`config.mk`:
```
export PLATFORM = sky130hd
export DESIGN_NAME = fetch_stage_flat
export DESIGN_NICKNAME = d
export VERILOG_FILES = /design/src/rtl/fetch_stage_if.sv /design/src/rtl/fetch_stage.sv /design/src/flat_wrapper.sv
export SDC_FILE = /design/constraint.sdc
export NUM_CORES = 1
export LEC_CHECK = 0
export CAP_MARGIN = 30
export CELL_PAD_IN_SITES_DETAIL_PLACEMENT = 0
export CELL_PAD_IN_SITES_GLOBAL_PLACEMENT = 1
export CORE_ASPECT_RATIO = 1.1
export CORE_UTILIZATION = 41
export DETAILED_ROUTE_END_ITERATION = 16
export PLACE_DENSITY_LB_ADDON = 0.1
export SETUP_SLACK_MARGIN = 0.02
export SYNTH_ARGS = -nofsm -noshare
export SYNTH_HDL_FRONTEND = slang
export SYNTH_SLANG_ARGS = --single-unit
```
`constraint.sdc`:
```
create_clock -name clk -period 4.4 [get_ports clk]
set_input_delay 0.44 -clock clk [delete_from_list [all_inputs] [get_ports clk]]
set_output_delay 0.44 -clock clk [all_outputs]
set_load 0.1 [all_outputs]
```
`src/rtl/fetch_stage_if.sv`:
```
// Instruction-memory bus between the fetch stage (master) and a synchronous
// instruction memory (slave) with 1-cycle read latency.
//   imem_addr : word address of the read (master -> slave)
//   imem_rd   : read strobe; data appears on imem_data the following cycle
//   imem_data : instruction returned for the previous cycle's read (slave -> master)
interface fetch_stage_if #(
  parameter int unsigned ISIZE = 16,
  parameter int unsigned DSIZE = 16
);
  logic [ISIZE-1:0] imem_addr;
  logic             imem_rd;
  logic [DSIZE-1:0] imem_data;

  modport master (
    output imem_addr,
    output imem_rd,
    input  imem_data
  );

  modport slave (
    input  imem_addr,
    input  imem_rd,
    output imem_data
  );
endinterface

```
`src/rtl/fetch_stage.sv`:
```
// Instruction-fetch stage with IF/ID pipeline register.
// Owns the PC, issues reads to a 1-cycle-latency instruction memory, parks a
// returning instruction in a 1-entry skid buffer while decode is stalled, and
// flushes wrong-path instructions on a taken-branch redirect.
// Ports:
//   clk, rst            : clock; asynchronous active-high reset
//   stall               : hold IF/ID contents this cycle
//   redirect            : taken branch; overrides stall
//   redirect_pc         : branch target
//   imem                : instruction-memory bus (master side)
//   ifid_inst/pc/npc    : IF/ID instruction, its address, and address + 1
//   ifid_valid          : IF/ID holds a real instruction (0 = bubble)
module fetch_stage #(
  parameter int unsigned      ISIZE    = 16,
  parameter int unsigned      DSIZE    = 16,
  parameter logic [ISIZE-1:0] RESET_PC = '0
) (
  input  logic             clk,
  input  logic             rst,
  input  logic             stall,
  input  logic             redirect,
  input  logic [ISIZE-1:0] redirect_pc,
  fetch_stage_if.master    imem,
  output logic [DSIZE-1:0] ifid_inst,
  output logic [ISIZE-1:0] ifid_pc,
  output logic [ISIZE-1:0] ifid_npc,
  output logic             ifid_valid
);

  logic [ISIZE-1:0] fetch_pc_q, fetch_pc_d;
  logic             pend_valid_q, pend_valid_d;
  logic [ISIZE-1:0] pend_pc_q, pend_pc_d;
  logic             skid_valid_q, skid_valid_d;
  logic [DSIZE-1:0] skid_inst_q, skid_inst_d;
  logic [ISIZE-1:0] skid_pc_q, skid_pc_d;
  logic [DSIZE-1:0] ifid_inst_q, ifid_inst_d;
  logic [ISIZE-1:0] ifid_pc_q, ifid_pc_d;
  logic [ISIZE-1:0] ifid_npc_q, ifid_npc_d;
  logic             ifid_valid_q, ifid_valid_d;
  logic             issue;

  // While stalled, a new read may only go out if there is somewhere to put its
  // data next cycle: with a read in flight or the skid full, there is not.
  assign issue = !redirect && !(stall && (pend_valid_q || skid_valid_q));

  assign imem.imem_addr = fetch_pc_q;
  assign imem.imem_rd   = issue;

  always_comb begin
    fetch_pc_d   = fetch_pc_q;
    pend_valid_d = pend_valid_q;
    pend_pc_d    = pend_pc_q;
    skid_valid_d = skid_valid_q;
    skid_inst_d  = skid_inst_q;
    skid_pc_d    = skid_pc_q;
    ifid_inst_d  = ifid_inst_q;
    ifid_pc_d    = ifid_pc_q;
    ifid_npc_d   = ifid_npc_q;
    ifid_valid_d = ifid_valid_q;

    if (redirect) begin
      // Drop everything on the wrong path; returning imem_data is ignored.
      fetch_pc_d   = redirect_pc;
      pend_valid_d = 1'b0;
      skid_valid_d = 1'b0;
      ifid_valid_d = 1'b0;
    end else begin
      if (issue) begin
        fetch_pc_d = fetch_pc_q + ISIZE'(1);
        pend_pc_d  = fetch_pc_q;
      end
      pend_valid_d = issue;

      if (!stall) begin
        if (skid_valid_q) begin
          ifid_inst_d  = skid_inst_q;
          ifid_pc_d    = skid_pc_q;
          ifid_npc_d   = skid_pc_q + ISIZE'(1);
          ifid_valid_d = 1'b1;
          skid_valid_d = 1'b0;
        end else begin
          ifid_inst_d  = imem.imem_data;
          ifid_pc_d    = pend_pc_q;
          ifid_npc_d   = pend_pc_q + ISIZE'(1);
          ifid_valid_d = pend_valid_q;
        end
      end else if (pend_valid_q) begin
        // IF/ID is frozen, so the arriving instruction parks in the skid.
        skid_inst_d  = imem.imem_data;
        skid_pc_d    = pend_pc_q;
        skid_valid_d = 1'b1;
      end
    end
  end

  always_ff @(posedge clk or posedge rst) begin
    if (rst) begin
      fetch_pc_q   <= RESET_PC;
      pend_valid_q <= 1'b0;
      pend_pc_q    <= '0;
      skid_valid_q <= 1'b0;
      skid_inst_q  <= '0;
      skid_pc_q    <= '0;
      ifid_inst_q  <= '0;
      ifid_pc_q    <= '0;
      ifid_npc_q   <= '0;
      ifid_valid_q <= 1'b0;
    end else begin
      fetch_pc_q   <= fetch_pc_d;
      pend_valid_q <= pend_valid_d;
      pend_pc_q    <= pend_pc_d;
      skid_valid_q <= skid_valid_d;
      skid_inst_q  <= skid_inst_d;
      skid_pc_q    <= skid_pc_d;
      ifid_inst_q  <= ifid_inst_d;
      ifid_pc_q    <= ifid_pc_d;
      ifid_npc_q   <= ifid_npc_d;
      ifid_valid_q <= ifid_valid_d;
    end
  end

  assign ifid_inst  = ifid_inst_q;
  assign ifid_pc    = ifid_pc_q;
  assign ifid_npc   = ifid_npc_q;
  assign ifid_valid = ifid_valid_q;

endmodule

```
`src/flat_wrapper.sv`:
```
// flat-port wrapper written by rule: the top's interface ports become plain ports
module fetch_stage_flat 
#(
  parameter int unsigned      ISIZE    = 16,
  parameter int unsigned      DSIZE    = 16,
  parameter logic [ISIZE-1:0] RESET_PC = '0
)
  (clk, rst, stall, redirect, redirect_pc, ifid_inst, ifid_pc, ifid_npc, ifid_valid, imem_imem_addr, imem_imem_rd, imem_imem_data);
  fetch_stage_if #(.ISIZE(ISIZE), .DSIZE(DSIZE)) imem_i ();
  input  logic clk;
  input  logic rst;
  input  logic stall;
  input  logic redirect;
  input  logic [ISIZE-1:0] redirect_pc;
  output logic [DSIZE-1:0] ifid_inst;
  output logic [ISIZE-1:0] ifid_pc;
  output logic [ISIZE-1:0] ifid_npc;
  output logic ifid_valid;
  output wire logic [$bits(imem_i.imem_addr)-1:0] imem_imem_addr;
  output wire logic [$bits(imem_i.imem_rd)-1:0] imem_imem_rd;
  input wire logic [$bits(imem_i.imem_data)-1:0] imem_imem_data;
  assign imem_imem_addr = imem_i.imem_addr;
  assign imem_imem_rd = imem_i.imem_rd;
  assign imem_i.imem_data = imem_imem_data;
  fetch_stage #(.ISIZE(ISIZE), .DSIZE(DSIZE), .RESET_PC(RESET_PC)) u_core (.clk(clk), .rst(rst), .stall(stall), .redirect(redirect), .redirect_pc(redirect_pc), .imem(imem_i), .ifid_inst(ifid_inst), .ifid_pc(ifid_pc), .ifid_npc(ifid_npc), .ifid_valid(ifid_valid));
endmodule
```
==> impl_metrics.ini <==
[yosys]
netlist_area_sq_um = 5410
synth-seq-cells = 115
yosysSeqAreaShare = 0.532
synth-edff-count = 0
synth_warnings = 0
synth_top_area_share = 0.532
yosysTopAreaCell = dfrtp_1
synth_nets = 548
synth_top_flop_cell = dfrtp_1
ys_types = 53
synthTopCellsByArea = dfrtp_1 53%, mux2_2 7.9%, nand2_1 7.9%
syn_avg_cell_area_sq_um = 10.6
netlist_instances = 510
async_reset_ff_frac = 1.00

[drt]
totalWireLength_um = 12400
ant_nets = 0
post-route-drc-count = 8
num_vias = 4047
drt_iter0_drc = 182
vias_per_cell = 5.24
wl_per_cell_um = 16.0
first_pass_iters = 12

[die]
rows = 43
top_level_ports = 102
die_area_sq_um = 13700
core_area_sq_um = 12800
initial_core_util = 0.424
die_w_um = 112
die_y_um = 122

[timing]
rsz0062_at_grt = no
slew_violations = 0
setup_viol = 0
timing.final.crit_period_ns = 3.17
tns_ns = 0
slew_headroom = 0.325
finalCritPeriodShare = 0.721
clock_skew_ns = 0.00729
final-hold-violation-count = 0
worst_slack_ns = 1.23
max_freq_mhz = 315
worstMarginPinSlew_ns = 1.01
whs_ns = 0.473

[min_path]
whs_path_depth = 2
whs_endpoint = u_core.ifid_npc[7]$_DFFE_PP0P_
hold_class = flip-flop to flip-flop
min_from = u_core.ifid_npc[7]$_DFFE_PP0P_

[global_route]
grt_usage = 0.194
grt_pass1_vias = 4054
gr-total-overflow = 0
grt_pass1_wl_um = 20800
grt_start_max_net_pins = 59
antenna_found_initial = 0

[power_and_ir_drop]
p_leak_nw = 3.09
peakVddDrop_uv = 246
p_per_area_nw_per_um2 = 594

[setup_path]
ff2ff_path_depth = 5
reg2reg_setup_slack_ns = 1.87
required_ns = 3.96
r2r_end = u_core.imem.imem_addr[7]$_DFFE_PP0P_
critPathLaunchType = flip-flop
worst_r2r_startpoint = u_core.skid_valid_q$_DFFE_PP0P_
worstPathMaxFanout = 28
end_kind = output port
path_class = flip-flop to output port
arrival_ns = 2.73

[cts]
cts_setup_buffers = 0
cts_made_buffers = 17
cts-root-buf = clkbuf_16
path_clk_slew_ns = 0.05
clk_latency_ns = 0.40
cts_resized = 0
clock_sinks = 115
htreeDepth = 4
cts_tree = built
hold_buffers = 0
cts_buffer_depth = 2

[run_status]
status = finished with violations
violations = design-rule violations

[placed_design]
port-buffer-count = 101
gp_congestion = 0.774
place_area_sq_um = 6530
dp_hpwl_um = 8550
place_worst_setup_slack_ns = 1.26

[final_layout]
nNetsFinal = 644
stdcell_area_sq_um = 7140
syn2layout_area_growth_pct = 31.9
final_cell_mix = 114 x nand2_1, 114 x dfrtp_1, 100 x clkdlybuf4s50_1
layout-drive-gt1-share = 0.138
antenna_cells = 0

[flow_run]
drv_cap = 0
[state kept, by name, summed over array words and instances (netlist names)]
signal	cells
u_core.ifid_inst	16
u_core.pend_valid_q	1
u_core.ifid_npc	16
u_core.skid_inst_q	16
u_core.skid_valid_q	1
u_core.skid_pc_q	16
u_core.imem.imem_addr	16
u_core.pend_pc_q	16
u_core.ifid_valid	1
u_core.ifid_pc	16
[power by group]
| group | switching [mW] | total [mW] | leakage (nW) | internal (mW) |
|---|---|---|---|---|
| registers | 0.176 | 1.44 | 1.42 | 1.26 |
| clock network | 0.445 | 1.42 | 0.301 | 0.971 |
| logic | 1.01 | 1.38 | 1.37 | 0.367 |
| total | 1.63 | 4.24 | 3.09 | 2.60 |
[Yosys cell counts, types with 3 or more instances]
library cell and number:
buf_1 3, and2_1 4, or4_1 4, o31a_1 3, mux2i_1 29, a21oi_1 5
mux2_2 38, nand4_4 4, a311o_1 4, nand4_1 9, buf_2 7, nand2_1 114
buf_4 3, o21ai_0 47, nor2b_1 4, a31oi_1 3, a22oi_1 3, nand3b_1 4
nand3_1 16, or2_2 3, clkbuf_1 14, and3_1 3, nor2_1 17, xnor2_1 4
xor2_1 7, nor3_1 3, dfrtp_1 115
[worst max-delay path: stages (launching register included)]
cell,delay (ns)
dfrtp_2,0.63
o21ai_2,0.43
nand2b_1,0.48
inv_2,0.42
buf_4,0.36
[through the flow]
| step | power [mW] | utilization | cells |
|---|---|---|---|
| global route | 4.41 | 0.560 | 773 |
| floorplan | 2.48 | - | 510 |
| finish | 4.24 | 0.560 | 773 |
| detailed placement | 2.84 | 0.512 | 744 |
| CTS | 4.27 | 0.560 | 773 |
| global placement | 2.82 | 0.512 | 744 |
[how the worst max path moves through the flow]
stage	depth (start not counted)	endpoint	startpoint
floorplan	1	u_core.ifid_inst[0]$_DFFE_PP0P_	rst
global placement	4	imem_imem_rd	redirect
detailed placement	4	imem_imem_rd	redirect
CTS	4	imem_imem_rd	u_core.skid_valid_q$_DFFE_PP0P_
global route	4	imem_imem_rd	u_core.skid_valid_q$_DFFE_PP0P_
finish	4	imem_imem_rd	u_core.skid_valid_q$_DFFE_PP0P_
[kinds of logic after synthesis]
group | count (synthesis) | share of synthesized area
AO/OA/AOI/OAI | 85 | 0.103
multiplexers | 67 | 0.133
adder cells (fa/ha/maj) | 2 | 0.00462
flip-flops | 115 | 0.532
buffers and inverters | 32 | 0.0287
XOR/XNOR | 11 | 0.0178
AND/OR/NAND/NOR | 198 | 0.181
[area by class of cell]
cell class                 instances  area (sq um)
clock buffer                      25           515
clock inverter                     4          95.1
fill                            1145          5610
inverter                           3          13.8
multi-input combinational        363          2380
sequential                       115          2880
tap                              157           196
timing repair buffer             106          1060
[routing by layer]
metal / global-route usage / up-vias / share of wire / wire (um)
li1: - / 1988 / - / -
met1: 0.260 / 1961 / 0.50 / 6150
met2: 0.311 / 92 / 0.46 / 5720
met3: 0.0469 / 6 / 0.036 / 444
met4: 0.0591 / 0 / 0.0066 / 82
met5: 0 / - / 0 / 0
Note: power is estimated with default switching activity, not from simulation.
